===== src/rtl/sr_pulse_driver_pkg.sv =====
// Shared types and default constants for the SR latch pulse driver.
package sr_drv_pkg;

  typedef enum logic [1:0] {
    IDLE      = 2'd0,
    SET_PULSE = 2'd1,
    RST_PULSE = 2'd2,
    GAP       = 2'd3
  } state_e;

  localparam int unsigned DEB_CYCLES_DEF = 500000;
  localparam int unsigned PULSE_W_DEF    = 4;
  localparam int unsigned GAP_W_DEF      = 2;

  function automatic int unsigned max_u(input int unsigned a, input int unsigned b);
    return (a > b) ? a : b;
  endfunction

endpackage


===== src/rtl/sr_pulse_driver_if.sv =====
// Button inputs and latch-side outputs of the pulse driver.
// pulse_cnt exists only when SR_DRV_PULSE_CNT_EN is defined.
interface sr_pulse_driver_if;
  import sr_drv_pkg::*;

  logic   btn_set;
  logic   btn_rst;
  logic   S_n;
  logic   R_n;
  logic   busy;
  logic   conflict;
  state_e state_dbg;
`ifdef SR_DRV_PULSE_CNT_EN
  logic [7:0] pulse_cnt;
`endif

  // Board/bench side drives the buttons and observes the latch pulses.
  modport master (
    output btn_set, btn_rst,
    input  S_n, R_n, busy, conflict, state_dbg
`ifdef SR_DRV_PULSE_CNT_EN
    , input pulse_cnt
`endif
  );

  modport slave (
    input  btn_set, btn_rst,
    output S_n, R_n, busy, conflict, state_dbg
`ifdef SR_DRV_PULSE_CNT_EN
    , output pulse_cnt
`endif
  );

endinterface


===== src/rtl/sr_debounce.sv =====
// Two-flop synchronizer plus debouncer for one raw button; emits a registered
// one-cycle strobe on each accepted rising level.
module sr_debounce
  import sr_drv_pkg::*;
#(
  parameter int unsigned DEB_CYCLES = DEB_CYCLES_DEF
) (
  input  logic clk,
  input  logic rst,
  input  logic btn,
  output logic rise
);

  localparam int unsigned CW = $clog2(DEB_CYCLES + 1);

  logic          sync1;
  logic          sync2;
  logic          level;
  logic [CW-1:0] cnt;

  // The level flips on the DEB_CYCLES-th consecutive mismatched cycle.
  always_ff @(posedge clk) begin
    if (rst) begin
      sync1 <= 1'b0;
      sync2 <= 1'b0;
      level <= 1'b0;
      cnt   <= '0;
      rise  <= 1'b0;
    end else begin
      sync1 <= btn;
      sync2 <= sync1;
      rise  <= 1'b0;
      if (sync2 != level) begin
        if (cnt == CW'(DEB_CYCLES - 1)) begin
          level <= sync2;
          cnt   <= '0;
          rise  <= sync2;
        end else begin
          cnt <= cnt + CW'(1);
        end
      end else begin
        cnt <= '0;
      end
    end
  end

endmodule


===== src/rtl/sr_pulse_driver.sv =====
// Debounced buttons -> non-overlapping active-low S_n/R_n pulses for a NAND SR latch.
// Optional issued-pulse counter enabled by SR_DRV_PULSE_CNT_EN.
module sr_pulse_driver
  import sr_drv_pkg::*;
#(
  parameter int unsigned DEB_CYCLES = DEB_CYCLES_DEF,
  parameter int unsigned PULSE_W    = PULSE_W_DEF,
  parameter int unsigned GAP_W      = GAP_W_DEF
) (
  input  logic              clk,
  input  logic              rst,
  sr_pulse_driver_if.slave  bus
);

  localparam int unsigned TW = $clog2(max_u(PULSE_W, GAP_W) + 1);

  logic          set_rise;
  logic          rst_rise;
  logic          set_pend;
  logic          rst_pend;
  logic          take_set;
  logic          take_rst;
  logic          can_start;
  logic          s_n_q;
  logic          r_n_q;
  logic          conflict_q;
  state_e        state;
  state_e        next_state;
  logic [TW-1:0] tcnt;
  logic [TW-1:0] next_tcnt;

  sr_debounce #(.DEB_CYCLES(DEB_CYCLES)) u_deb_set (
    .clk  (clk),
    .rst  (rst),
    .btn  (bus.btn_set),
    .rise (set_rise)
  );

  sr_debounce #(.DEB_CYCLES(DEB_CYCLES)) u_deb_rst (
    .clk  (clk),
    .rst  (rst),
    .btn  (bus.btn_rst),
    .rise (rst_rise)
  );

  // The end of GAP arbitrates like IDLE so queued requests follow back-to-back.
  always_comb begin
    next_state = state;
    next_tcnt  = tcnt;
    can_start  = 1'b0;
    take_set   = 1'b0;
    take_rst   = 1'b0;
    case (state)
      IDLE: can_start = 1'b1;
      SET_PULSE, RST_PULSE: begin
        if (tcnt == TW'(PULSE_W - 1)) begin
          next_state = GAP;
          next_tcnt  = '0;
        end else begin
          next_tcnt = tcnt + TW'(1);
        end
      end
      GAP: begin
        if (tcnt == TW'(GAP_W - 1)) begin
          next_state = IDLE;
          next_tcnt  = '0;
          can_start  = 1'b1;
        end else begin
          next_tcnt = tcnt + TW'(1);
        end
      end
      default: next_state = IDLE;
    endcase
    if (can_start) begin
      if (rst_pend) begin
        next_state = RST_PULSE;
        next_tcnt  = '0;
        take_rst   = 1'b1;
      end else if (set_pend) begin
        next_state = SET_PULSE;
        next_tcnt  = '0;
        take_set   = 1'b1;
      end
    end
  end

  // A strobe arriving while its flag is already set is merged into it.
  always_ff @(posedge clk) begin
    if (rst) begin
      state      <= IDLE;
      tcnt       <= '0;
      s_n_q      <= 1'b1;
      r_n_q      <= 1'b1;
      set_pend   <= 1'b0;
      rst_pend   <= 1'b0;
      conflict_q <= 1'b0;
    end else begin
      state      <= next_state;
      tcnt       <= next_tcnt;
      s_n_q      <= (next_state != SET_PULSE);
      r_n_q      <= (next_state != RST_PULSE);
      set_pend   <= set_pend ? ~take_set : set_rise;
      rst_pend   <= rst_pend ? ~take_rst : rst_rise;
      conflict_q <= set_rise & rst_rise;
    end
  end

`ifdef SR_DRV_PULSE_CNT_EN
  logic [7:0] pulse_cnt_q;

  always_ff @(posedge clk) begin
    if (rst) begin
      pulse_cnt_q <= 8'd0;
    end else if (take_set || take_rst) begin
      pulse_cnt_q <= pulse_cnt_q + 8'd1;
    end
  end

  assign bus.pulse_cnt = pulse_cnt_q;
`endif

  assign bus.S_n       = s_n_q;
  assign bus.R_n       = r_n_q;
  assign bus.busy      = (state != IDLE);
  assign bus.conflict  = conflict_q;
  assign bus.state_dbg = state;

endmodule


===== src/flat_wrapper.sv =====
// flat-port wrapper written by rule: the top's interface ports become plain ports
module sr_pulse_driver_flat import sr_drv_pkg::*;
#(
  parameter int unsigned DEB_CYCLES = DEB_CYCLES_DEF,
  parameter int unsigned PULSE_W    = PULSE_W_DEF,
  parameter int unsigned GAP_W      = GAP_W_DEF
)
  (clk, rst, bus_btn_set, bus_btn_rst, bus_S_n, bus_R_n, bus_busy, bus_conflict, bus_state_dbg);
  sr_pulse_driver_if bus_i ();
  input  logic clk;
  input  logic rst;
  input wire logic [$bits(bus_i.btn_set)-1:0] bus_btn_set;
  input wire logic [$bits(bus_i.btn_rst)-1:0] bus_btn_rst;
  output wire logic [$bits(bus_i.S_n)-1:0] bus_S_n;
  output wire logic [$bits(bus_i.R_n)-1:0] bus_R_n;
  output wire logic [$bits(bus_i.busy)-1:0] bus_busy;
  output wire logic [$bits(bus_i.conflict)-1:0] bus_conflict;
  output wire logic [$bits(bus_i.state_dbg)-1:0] bus_state_dbg;
  assign bus_i.btn_set = bus_btn_set;
  assign bus_i.btn_rst = bus_btn_rst;
  assign bus_S_n = bus_i.S_n;
  assign bus_R_n = bus_i.R_n;
  assign bus_busy = bus_i.busy;
  assign bus_conflict = bus_i.conflict;
  assign bus_state_dbg = bus_i.state_dbg;
  sr_pulse_driver #(.DEB_CYCLES(DEB_CYCLES), .PULSE_W(PULSE_W), .GAP_W(GAP_W)) u_core (.clk(clk), .rst(rst), .bus(bus_i));
endmodule

===== config.mk =====
export PLATFORM = sky130hd
export DESIGN_NAME = sr_pulse_driver_flat
export DESIGN_NICKNAME = d
export VERILOG_FILES = /design/src/rtl/sr_pulse_driver_pkg.sv /design/src/rtl/sr_pulse_driver_if.sv /design/src/rtl/sr_debounce.sv /design/src/rtl/sr_pulse_driver.sv /design/src/flat_wrapper.sv
export SDC_FILE = /design/constraint.sdc
export NUM_CORES = 1
export LEC_CHECK = 0
export CAP_MARGIN = 10
export CORE_UTILIZATION = 44
export CTS_CLUSTER_SIZE = 20
export DETAILED_ROUTE_END_ITERATION = 8
export DONT_BUFFER_PORTS = 1
export SETUP_SLACK_MARGIN = 0.4
export SYNTH_ARGS = -nofsm -noshare
export SYNTH_HDL_FRONTEND = slang
export SYNTH_SLANG_ARGS = --single-unit

===== constraint.sdc =====
create_clock -name clk -period 4.8 [get_ports clk]
set_clock_uncertainty 0.15 [all_clocks]
set_input_delay 0.96 -clock clk [delete_from_list [all_inputs] [get_ports clk]]
set_output_delay 0.96 -clock clk [all_outputs]
set_load 0.1 [all_outputs]

Yosys cells after proc, flatten, opt, wreduce, memory -nomap -nowiden
Cells that the tools add are included.
{"block": "word_totals", "register_bits": 56, "latch_bits": 0, "ram_bits": 0, "rom_bits": 0, "inputBits": 4, "output_inout_bits": 6, "elab_cells": 68, "n_memories": 0}
{"block": "op_classes", "n_addsub": 3, "n_mul": 0, "div_mod_pow": 0, "order_cmp": 0, "eq_ne": 11, "n_shift": 0, "mux": 21, "bitwise": 7, "n_reduce_logical": 9}
{"op": "$add A19 B1 Y19 const B", "count": 2}
{"op": "$eq A19 B19 Y1 const B", "count": 2}
{"op": "$mux W3", "count": 5}
{"op": "$reduce_or A3 Y1", "count": 4}
{"op": "$mux W2", "count": 5}
{"op": "$mux W1", "count": 8}
{"op": "$not A1 Y1", "count": 6}
{"op": "$pmux W3 S2", "count": 1}
{"op": "$eq A2 B2 Y1 const B", "count": 2}
{"op": "$pmux W2 S2", "count": 1}
{"op": "$reduce_and A2 Y1", "count": 2}
{"op": "$add A3 B1 Y3 const B", "count": 1}
{"op": "$eq A3 B1 Y1 const B", "count": 1}
{"op": "$eq A3 B2 Y1 const B", "count": 1}
{"op": "$eq A2 B1 Y1 const B", "count": 1}
{"op": "$logic_not A2 Y1", "count": 1}
{"op": "$ne A1 B1 Y1", "count": 2}
{"op": "$ne A2 B1 Y1 const B", "count": 1}
{"op": "$ne A2 B2 Y1 const B", "count": 1}
{"op": "$pmux W1 S2", "count": 1}
{"op": "$reduce_bool A2 Y1", "count": 1}
{"op": "$reduce_or A2 Y1", "count": 1}
{"op": "$and A1 B1 Y1", "count": 1}

Logic depth before layout (Yosys ltp)
{"block": "logic_depth", "ltp_word": 7, "ltp_mapped": 7, "mapped_depth_nobuf": 6}

Cells and area by module
From an unflattened synthesis, not the netlist that was laid out.
{"block": "unflattened", "hier_cells": 286, "area_unflattened_um2": 2707.6}
{"module": "sr_debounce", "instances": 2, "cells_per_inst": 112, "area_per_inst_um2": 1076.0, "seq_area_each_um2": 460.4}
{"module": "sr_pulse_driver", "instances": 1, "cells_per_inst": 62, "area_per_inst_um2": 555.5, "seq_area_each_um2": 200.2}

Worst setup path after synthesis
OpenSTA, ideal clock, no wires.
{"block": "synth_timing", "kind": "register to output", "start": "reg u_core.state[0], in the netlist u_core.bus.state_dbg[0]", "end": "out bus_busy", "arrival_ns": 2.092, "slack_ns": 1.598, "stages_incl_launch_ff": 5, "path_buffers": 1, "path_cell_list": "dfxtp_1 -> inv_1 -> ha_1 -> clkbuf_1 -> inv_1"}
{"block": "synth_via", "elab_chain_len": 1}
{"item": "start, declared", "line_no": "sr_pulse_driver.sv:27", "text": "state_e state;"}
{"item": "start signal, assigned", "line_no": "sr_pulse_driver.sv:98", "text": "state <= next_state;"}
{"item": "$reduce_bool A2 Y1", "line_no": "sr_pulse_driver.sv:124", "text": "assign bus.busy = (state != IDLE);"}
{"item": "end, declared", "line_no": "flat_wrapper.sv:16", "text": "output wire logic [$bits(bus_i.busy)-1:0] bus_busy;"}
Every way passes these cells.

Worst setup path in the final report
Same ends and word-level chain as after synthesis.

==> summary.md <==
| Metric | Value |
|---|---|
| Post-Route WL | `4383 um` |
| CP dominant cell by count | `inv_1` |
| CTS Hold Bufs | `0` |
| Worst setup path class | `reg2out` |
| Mapped Nets | `297` |
| Vias | `1916` |
| IO Pins | `10` |
| Max VDD drop | `116.0 uV` |
| # Post-CTS Setup Buffers | `0` |
| Worst stage delay on the critical path | `700 ps` |
| DR WL/cell | `12.28 um` |
| CP max FO | `9` |
| Req. time, crit path | `3690 ps` |
| Synth Cell Area | `2539 um^2` |
| Most common cell after layout, fill and taps aside | `dfxtp_1` |
| Final period util | `64.82%` |
| PostCTS Resize Cnt | `0` |
| Worst R2R Start | `u_core.bus.state_dbg[0]` |
| Detailed Route Iter0 Violations | `86` |
| Setup TNS | `0 ps` |
| Root buf cell | `clkbuf_8` |
| CP endpoint | `bus_busy` |
| DPL Wire Length | `3059 um` |
| Min Tclk post-route | `3111 ps` |
| Largest net degree at the start of global routing | `19` |
| Worst-skew pair later-pin latency | `300 ps` |
| First-pass GRT wire length | `7707 um` |
| Yosys reg bits | `56` |
| Register area share after synthesis | `44.16%` |
| Critical Path End Type | `output port` |
| Core area | `5540 um^2` |
| Unrepaired setup endpoints after global routing | `no` |
| Final Hold Viols | `0` |
| Leakage | `0.8846 nW` |
| Capture point of the worst reg-to-reg path | `u_core.tcnt[2]` |
| Top-area cell type share of the netlist area | `44.16%` |
| Slowest CP cell | `inv_1` |
| Synth top area cells | `dfxtp_1 44%, xor2_1 6.6%, nor2_1 4.7%` |
| Num rows | `27` |
| Area growth, synth to finish | `5.816%` |
| Sink Count | `56` |
| Placer Congestion | `0.8039` |
| Post-DRT Antenna Nets | `0` |
| First-pass DRT Iterations | `4` |
| Most frequent cells in the layout | `56 x dfxtp_1, 32 x nor2_1, 19 x xor2_1` |
| Max_cap viols | `0` |
| Num CTS Buffers | `5` |
| Finish-stage setup viols | `0` |
| Pwr/cell area | `273.8 nW/um^2` |
| Mapped Cells | `285` |
| Worst hold margin | `291.3 ps` |
| Die Ht | `77.96 um` |
| Gr usage total | `15.74%` |
| Worst path cell trace | `buf_4 > inv_1 > ha_1 > inv_1` |
| Path depth of the worst reg2reg path | `7` |
| Clock Path Buffers | `2` |
| Vias in the first global route | `1805` |
| Worst slew pin tran | `949.8 ps` |
| Status | `finished, final reports clean` |
| Layout cells sized above 1 | `7.042%` |
| Via density | `5.367` |
| Clock transition at path regs | `100 ps` |
| CTS H-tree depth | `2` |
| CTS tree | `yes` |
| Origin of the worst setup path | `u_core.bus.state_dbg[0]` |
| Ys Warns | `0` |
| Synth cell types | `46` |
| Initial Util | `45.82%` |
| Slew Viols, Final | `0` |
| Multi-input logic area | `1316 um^2` |
| Max Fclk | `0.3214 GHz` |
| Worst Setup Start Kind | `flop` |
| Worst R2R Setup Slack | `2100 ps` |
| Register area | `1121 um^2` |
| Slew HR | `36.59%` |
| Initial antenna violation count | `1` |
| Die Wd | `77.96 um` |
| Port Buffers | `0` |
| Fill count | `533` |
| GRT overflow | `0` |
| Die area | `6078 um^2` |
| Largest area contributor in the netlist | `dfxtp_1` |
| CP arrival | `2000 ps` |
| Hold Path Class | `reg2reg` |
| Mean Syn Cell Area | `8.908 um^2` |
| DRC | `0` |
| Layout Nets | `295` |
[cell families after synthesis]
logic type               share of synthesized area, %
adder cells (fa/ha/maj)                         3.943
flip-flops                                      44.16
buffers and inverters                           3.992
AO/OA/AOI/OAI                                   10.05
XOR/XNOR                                        8.970
AND/OR/NAND/NOR                                 28.88
[sequential cells by signal (all words and copies together) (netlist names)]
name and count:
u_core.u_deb_set.sync1 1, u_core.bus.state_dbg 2, u_core.bus.S_n 1, u_core.bus.conflict 1, u_core.u_deb_set.cnt 19, u_core.bus.R_n 1, u_core.tcnt 3, u_core.u_deb_rst.sync1 1
u_core.u_deb_set.sync2 1, u_core.u_deb_rst.cnt 19, u_core.u_deb_rst.rise 1, u_core.u_deb_rst.sync2 1, u_core.u_deb_set.rise 1, u_core.set_pend 1, u_core.rst_pend 1, u_core.u_deb_set.level 1
u_core.u_deb_rst.level 1
[per-layer routing]
| metal | vias up | part of all wire (%) | global-route usage (%) |
|---|---|---|---|
| met1 | 905 | 50 | 18.85 |
| met3 | 6 | 3.4 | 4.353 |
| met5 | - | 0 | 0 |
| met2 | 16 | 45 | 26.90 |
| li1 | 989 | - | - |
| met4 | 0 | 1.4 | 5.556 |
[synth_stat cells (all sizes together)]
master,instances
nand3b,1
and2,4
o2bb2ai,1
a211oi,2
nor2,32
inv,11
or3,15
xor2,19
o21a,1
or4,1
ha,8
nor4b,1
dfxtp,56
a21oi,18
nor2b,7
nand2,16
buf,5
and3b,1
and4b,1
or3b,1
nor3,2
a21o,2
nor4,3
a311oi,1
nand4,15
a31o,1
nand3,14
o21ai,14
and4,8
xnor2,7
or2,1
and3,6
a311o,1
nand2b,1
clkbuf,7
o211a,1
[through the flow]
step                total power [mW]  setup slack [ps]  area (um^2)  instances  utilization [%]
floorplan                     0.4861              1598         2539        285                -
global placement              0.4855              2045         2591        348            46.77
detailed placement            0.4856              2023         2591        348            46.77
CTS                           0.7460              1677         2684        356            48.44
global route                  0.7639              1591         2686        357            48.49
finish                        0.7355              1689         2686        357            48.49
[layout make-up]
| type | instances | share of cell area [%] |
|---|---|---|
| Sequential cell | 56 | 41.73 |
| Multi-Input combinational cell | 206 | 49.00 |
| Antenna cell | 1 | 0.09315 |
| Timing Repair Buffer | 3 | 0.8384 |
| Inverter | 11 | 1.537 |
| Tap cell | 72 | 3.354 |
| Clock inverter | 2 | 0.3726 |
| Clock buffer | 6 | 3.074 |
[worst min-delay path by stage]
stage	startpoint	to	slack, ps	cells after the start
2_1_floorplan	u_core.u_deb_set.rise	u_core.bus.conflict	260	2
3_3_place_gp	u_core.u_deb_rst.sync1	u_core.u_deb_rst.sync2	270	1
3_5_place_dp	u_core.u_deb_rst.sync1	u_core.u_deb_rst.sync2	280	1
4_1_cts	u_core.u_deb_rst.sync1	u_core.u_deb_rst.sync2	300	1
5_1_grt	u_core.u_deb_rst.sync1	u_core.u_deb_rst.sync2	320	1
6_report	u_core.u_deb_rst.sync1	u_core.u_deb_rst.sync2	290	1
[report_power, final]
part           internal (mW)  total [mW]  switching, mW
clock                  0.115       0.261          0.145
combinational        0.00281     0.00731        0.00450
sequential             0.466       0.467        0.00109
total                  0.585       0.735          0.151
[critical path, delay by kind of cell (launching register included)]
kind                       cells  cell delay, ps
buffers and inverters          3            1080
DFF                            1             320
adders and majority gates      1             300
Note: power is estimated with default switching activity, not from simulation.
